==> src/rtl/output_arbiter.sv <==
// -----------------------------------------------------------------------------
// output_arbiter
//
// Wormhole arbiter for one NoC router output port. Up to NUM_IN input
// buffers compete for the port. Selection is round-robin. The winner keeps the
// port from its head flit through its tail flit. A flit is popped only while
// the downstream FIFO is not full. The popped flit is registered and then
// written downstream.
//
// Optional feature: define OUTPUT_ARBITER_TIMEOUT_EN to add a lock watchdog.
// The watchdog releases a port that has stalled for TIMEOUT_CYC cycles and
// sets a sticky err flag. Without the macro, err is tied low and the lock is
// held indefinitely.
//
// Ports:
//   clk       rising-edge clock
//   rst       asynchronous reset, active-high
//   req       [NUM_IN]         input i holds a flit
//   tail      [NUM_IN]         flit presented by input i is a tail flit
//   flit_in   [NUM_IN*DATA_W]  flattened flits, input i at [i*DATA_W +: DATA_W]
//   full      downstream FIFO full (one-flit slack already included)
//   grant     [NUM_IN]         one-hot pop to input i (combinational)
//   flit_out  [DATA_W]         registered flit to downstream
//   write     registered write strobe to downstream
//   busy      port locked to an owner
//   owner     [3]              index of current or last owner
//   err       watchdog fired (sticky)
//
// State table:
//   IDLE   | no owner; round-robin arbitration among requesters
//   LOCKED | port owned; owner's flits pass while downstream not full
// -----------------------------------------------------------------------------
module output_arbiter #(
  parameter int NUM_IN      = 5,
  parameter int DATA_W      = 32,
  parameter int TIMEOUT_CYC = 255
) (
  input  logic                     clk,
  input  logic                     rst,
  input  logic [NUM_IN-1:0]        req,
  input  logic [NUM_IN-1:0]        tail,
  input  logic [NUM_IN*DATA_W-1:0] flit_in,
  input  logic                     full,
  output logic [NUM_IN-1:0]        grant,
  output logic [DATA_W-1:0]        flit_out,
  output logic                     write,
  output logic                     busy,
  output logic [2:0]               owner,
  output logic                     err
);

  typedef enum logic {
    IDLE   = 1'b0,
    LOCKED = 1'b1
  } state_t;

  state_t state, state_nxt;

  logic [2:0]        rr_ptr;
  logic [2:0]        pick;
  logic              found;
  logic [3:0]        scan_idx;
  logic [2:0]        owner_inc;
  logic              xfer;
  logic              timeout;
  logic [7:0]        req_pad;
  logic [7:0]        tail_pad;
  logic [DATA_W-1:0] flit_arr [8];

  if (NUM_IN < 2 || NUM_IN > 8) begin : g_chk_num_in
    $error("output_arbiter: NUM_IN must be in 2..8");
  end
  if (TIMEOUT_CYC < 1 || TIMEOUT_CYC > 255) begin : g_chk_timeout
    $error("output_arbiter: TIMEOUT_CYC must be in 1..255");
  end

  // Pad the per-input vectors to eight entries so that a 3-bit owner or scan
  // index can address them for any NUM_IN.
  assign req_pad  = 8'(req);
  assign tail_pad = 8'(tail);

  for (genvar i = 0; i < 8; i++) begin : g_flit
    if (i < NUM_IN) begin : g_used
      assign flit_arr[i] = flit_in[i*DATA_W +: DATA_W];
    end else begin : g_pad
      assign flit_arr[i] = '0;
    end
  end

  // Round-robin pick: the first requester at or after rr_ptr, with wrap.
  always_comb begin
    pick     = '0;
    found    = 1'b0;
    scan_idx = '0;
    for (int k = 0; k < NUM_IN; k++) begin
      scan_idx = 4'(rr_ptr) + 4'(k);
      if (scan_idx >= 4'(NUM_IN)) begin
        scan_idx = scan_idx - 4'(NUM_IN);
      end
      if (!found && req_pad[scan_idx[2:0]]) begin
        found = 1'b1;
        pick  = scan_idx[2:0];
      end
    end
  end

  assign owner_inc = (owner == 3'(NUM_IN - 1)) ? 3'd0 : owner + 3'd1;

  always_comb begin
    state_nxt = state;
    grant     = '0;
    xfer      = 1'b0;
    case (state)
      IDLE: begin
        if (found) begin
          state_nxt = LOCKED;
        end
      end
      LOCKED: begin
        if (req_pad[owner] && !full) begin
          xfer  = 1'b1;
          grant = NUM_IN'(8'd1 << owner);
          if (tail_pad[owner]) begin
            state_nxt = IDLE;
          end
        end
        if (timeout) begin
          state_nxt = IDLE;
        end
      end
      default: state_nxt = IDLE;
    endcase
  end

  always_ff @(posedge clk or posedge rst) begin
    if (rst) begin
      state <= IDLE;
    end else begin
      state <= state_nxt;
    end
  end

  always_ff @(posedge clk or posedge rst) begin
    if (rst) begin
      rr_ptr   <= '0;
      owner    <= '0;
      flit_out <= '0;
      write    <= 1'b0;
    end else begin
      write <= xfer;
      if (xfer) begin
        flit_out <= flit_arr[owner];
      end
      if (state == IDLE && found) begin
        owner <= pick;
      end
      // Releasing the lock, by tail or by watchdog, moves priority past the owner.
      if ((xfer && tail_pad[owner]) || timeout) begin
        rr_ptr <= owner_inc;
      end
    end
  end

  assign busy = (state == LOCKED);

`ifdef OUTPUT_ARBITER_TIMEOUT_EN
  logic [7:0] stall_cnt;

  // The counter sits at zero outside LOCKED, so it starts from zero on each
  // lock. It fires on the stalled cycle that would bring it to TIMEOUT_CYC.
  assign timeout = (state == LOCKED) && !xfer &&
                   ((stall_cnt + 8'd1) == 8'(TIMEOUT_CYC));

  always_ff @(posedge clk or posedge rst) begin
    if (rst) begin
      stall_cnt <= '0;
      err       <= 1'b0;
    end else begin
      if (state != LOCKED || xfer || timeout) begin
        stall_cnt <= '0;
      end else begin
        stall_cnt <= stall_cnt + 8'd1;
      end
      if (timeout) begin
        err <= 1'b1;
      end
    end
  end
`else
  assign timeout = 1'b0;
  assign err     = 1'b0;
`endif

endmodule

==> config.mk <==
export PLATFORM = sky130hd
export DESIGN_NAME = output_arbiter
export DESIGN_NICKNAME = d
export VERILOG_FILES = /design/src/rtl/output_arbiter.sv
export SDC_FILE = /design/constraint.sdc
export NUM_CORES = 1
export LEC_CHECK = 0
export ABC_CLOCK_PERIOD_IN_PS = 8000
export BUFFER_PORTS_ARGS = -buffer_cell sky130_fd_sc_hd__buf_2
export CORE_MARGIN = 2
export CORE_UTILIZATION = 37
export CTS_BUF_LIST = sky130_fd_sc_hd__clkbuf_8
export CTS_CLUSTER_DIAMETER = 50
export DETAILED_ROUTE_END_ITERATION = 6
export PLACE_DENSITY_LB_ADDON = 0.2
export SLEW_MARGIN = 20
export SYNTH_ARGS = -nofsm -noshare
export SYNTH_HDL_FRONTEND = slang
export SYNTH_SLANG_ARGS = --single-unit
==> constraint.sdc <==
create_clock -name clk -period 8 [get_ports clk]
set_clock_uncertainty 0.05 [all_clocks]
set_input_delay 0.8 -clock clk [delete_from_list [all_inputs] [get_ports clk]]
set_output_delay 0.8 -clock clk [all_outputs]
set_load 0.03 [all_outputs]
==> results by group <==
Hold path
  • Hold depth: 2
  • Worst hold path class: reg2reg
  • Worst Hold Launch: flit_out[19]$_DFFE_PP0P_
  • Worst Hold Path EP: flit_out[19]$_DFFE_PP0P_

Synthesis
  • Post-Synth Adder-Cell Area: 0.0506
  • Syn_area_per_cell: 9.95 um^2
  • Most numerous cell in the Yosys netlist: nor2_1
  • Simple-gate share of the synthesized area: 0.136
  • Compound-Gate Fraction of Synth Area: 0.227
  • XOR/XNOR Fraction of Synth Area: 0.00727
  • Synth Net Count: 550
  • Mux contribution to synthesized area: 0.250
  • Most common flop cell mapped by yosys: dfrtp_1
  • Seq/Total Area, Yosys: 0.277
  • Fraction of registers with async set/reset: 1.00
  • Most common library cells after synthesis: 46 x nor2_1, 43 x a21oi_1, 40 x dfrtp_1
  • Combinational family with the most area after synthesis: multiplexers
  • Post-Syn Area: 3610 um^2
  • Yosys top cell by area: dfrtp_1
  • Number of synthesized register bits: 40
  • Post-synth top area share: 0.277
  • Mapped Cells: around 360
  • EDFF count, synth: 0
  • Netlist cell types: 60
  • Yosys warning count: 0
  • Synth area leaders: dfrtp_1 28%, mux4_2 22%, a22oi_1 7.1%, a21oi_1 6.0%, nor2_1 4.8%

Worst setup path
  • FF-to-FF path depth: 10
  • Critical-path cell list: clkinv_1 > ha_1 > ha_1 > and2_1 > o2111ai_1 > a21oi_1 > or4b_1 > a31oi_1 > a21oi_1 > o2bb2ai_1
  • Critical path data arrival time: around 4100 ps
  • Worst path slowest cell: dfrtp_1
  • Worst Path Max Fanout: 22
  • Critical R2R Capture: owner[2]$_DFFE_PP0P_
  • Critical Path RT: 8170 ps
  • Crit. End Element: register
  • Reg2Reg Setup Slack: around 4100 ps
  • Worst Setup Path Type: reg2reg
  • Startpoint types: register
  • CP peak stage delay: 830 ps
  • Reg-to-reg critical path startpoint: rr_ptr[0]$_DFFE_PP0P_

Pwr
  • Switching part of the total: 0.518
  • Combinational group share of total power: 0.732
  • Pwr Density: around 440 nW/um^2
  • VDD IR-drop max: around 0.21 mV
  • Internal: roughly 0.0010 W
  • Leak: roughly 2.3 nW
  • Part of the power in registers: 0.202
  • Total power: between 0.002 and 0.0025 W
  • Net Sw Power: 0.00110 W
  • Clk network pwr share: 0.066

Clock tree
  • CTS tree: done
  • Worst-Skew Late Latency: 290 ps
  • Clock sink count: 40
  • H-tree Lvls: 2
  • PostCTS Resize Cnt: 0
  • Root Driver: clkbuf_8
  • Max Root-Sink Buffers: 2
  • Hold Buf Count CTS: 0
  • Post-CTS setup buffers: 0
  • Clock Pin Slew Worst Setup and Hold Paths: around 80 ps
  • Num CTS Buffers: 5

Cells and area
  • Utilization after layout: 0.503
  • Share of post-route cells with drive strength above 1: 0.505
  • Layout area overhead: 34.3%
  • Nets@finish: 746
  • Filler Cells Inserted: 939
  • Fin area: approximately 4800 um^2
  • Non-Filler Instances: roughly 690
  • N_diodes: 0

STA
  • Setup violations, final: 0
  • Final period utilization: 0.485
  • Worst-margin pin slew: 950 ps
  • Fin. max-slew vios: 0
  • Final min period: ~3900 ps
  • Achievable Freq: between 200 and 300 MHz
  • Max-slew headroom: 0.366
  • RSZ-0062 raised after global routing: no
  • Final Hold Vio Count: 0
  • Final setup TNS: 0 ps

Die
  • Die footprint: ~11000 um^2
  • Rows: 36
  • IO Pins: approximately 220
  • Die Ht: between 100 and 150 um
  • Initial Util: 0.375
  • Core footprint: approximately 9600 um^2
  • Die X: 103 um

Drt
  • Routed wire length: between 10 and 15 mm
  • TritonRoute pass-1 iters: 5
  • DRC errors left: 0
  • Via count: around 3.7k
  • Drt initial violations: ~130
  • Routed length per instance: 17.0 um
  • Post-route ant nets: 0
  • Vias per cell: between 5 and 6

Global routing
  • Vias in the first global route: approximately 3.4k
  • Pin count of the biggest net entering global routing: 67
  • Gr ovfl total: 0
  • First-pass GRT wire length: 16.8 mm
  • Total Routing Usage GR: 0.205
  • Initial antenna violation count: 0

Placement
  • Area after DPL: 4760 um^2
  • Cells after DPL: between 600 and 700
  • DP HPWL: around 9.3 mm
  • PortBufs: approximately 210
  • Placer Congestion: about 0.87

Status
  • Status: finished, final reports clean

Flow run
  • Max_cap viols: 0
[layer usage]
layer,vias to the layer above,global-route usage,part of all wire
met1,1796,0.272,0.42
met5,-,0,0
li1,1790,-,-
met4,0,0.0445,0.013
met3,10,0.0332,0.074
met2,148,0.354,0.50
[cells in the final DEF (no fill, tap or decap), types with 2 or more instances in the layout]
| cell | n |
|---|---|
| a22oi_1 | 34 |
| nand2_1 | 12 |
| o2bb2ai_1 | 3 |
| nand3_1 | 6 |
| buf_4 | 5 |
| nor3_1 | 3 |
| nor2_1 | 46 |
| a211oi_1 | 3 |
| dfrtp_1 | 38 |
| a21oi_1 | 43 |
| mux4_2 | 35 |
| dfrtp_2 | 2 |
| mux2i_1 | 7 |
| nand2b_1 | 7 |
| o21ai_0 | 9 |
| inv_1 | 11 |
| nor2b_1 | 3 |
| and3_1 | 7 |
| clkbuf_8 | 6 |
| clkinv_1 | 2 |
| xnor2_1 | 3 |
| buf_2 | 214 |
| and2_1 | 4 |
| a21oi_2 | 2 |
| ha_1 | 13 |
| mux2_2 | 4 |
| a31oi_1 | 2 |
| o22ai_1 | 2 |
[how the worst max path moves through the flow]
stage	slack (ps)	from	to	cells after the start
2_1_floorplan	5010	owner[0]$_DFFE_PP0P_	grant[0]	8
3_3_place_gp	4300	rr_ptr[0]$_DFFE_PP0P_	owner[2]$_DFFE_PP0P_	10
3_5_place_dp	4170	rr_ptr[0]$_DFFE_PP0P_	owner[2]$_DFFE_PP0P_	10
4_1_cts	4150	rr_ptr[0]$_DFFE_PP0P_	owner[2]$_DFFE_PP0P_	10
5_1_grt	3820	rr_ptr[0]$_DFFE_PP0P_	owner[2]$_DFFE_PP0P_	10
6_report	4120	rr_ptr[0]$_DFFE_PP0P_	owner[2]$_DFFE_PP0P_	10
[critical path, delay by kind of cell, from the launching register on]
family,cells,cell delay [ps]
compound gates,5,980
fa+ha+maj,2,710
buf+inv,1,480
flops,1,830
simple gates,2,750
[cell type report]
type / count / area, um^2 / area share
clock buffers: 6 / 82.6 / 0.0170
clock inverters: 2 / 11.3 / 0.00232
inverters: 12 / 45.0 / 0.00929
multi-input cells: 281 / 2430 / 0.502
flip-flops and latches: 40 / 1000 / 0.207
well taps: 133 / 166 / 0.0343
repair buffers: 219 / 1110 / 0.229
[state kept, by name, indices dropped and copies added, names as in the netlist]
register	count
busy	1
flit_out	32
owner	3
rr_ptr	3
write	1
[power by group through the flow]
| stage | Combinational [W] | Clock (W) | Sequential [W] |
|---|---|---|---|
| 2_1_floorplan | 0.00106 | 0 | 0.000556 |
| 3_3_place_gp | 0.00154 | 0 | 0.000428 |
| 3_5_place_dp | 0.00156 | 0 | 0.000433 |
| 4_1_cts | 0.00156 | 0.000145 | 0.000429 |
| 5_1_grt | 0.00170 | 0.000154 | 0.000445 |
| 6_report | 0.00155 | 0.000139 | 0.000427 |
[cells by family after synthesis]
logic type / count (synthesis)
flip-flops: 40
AO/OA/AOI/OAI: 118
adder cells (fa/ha/maj): 14
multiplexers: 46
buffers and inverters: 42
other: 1
AND/OR/NAND/NOR: 99
XOR/XNOR: 3
[metrics by stage]
step	hold WS [ps]	setup WS [ps]
floorplan	632	5010
global placement	457	4300
detailed placement	465	4170
CTS	483	4150
global route	497	3820
finish	478	4120
No activity file was read; power rests on OpenSTA's default activity.
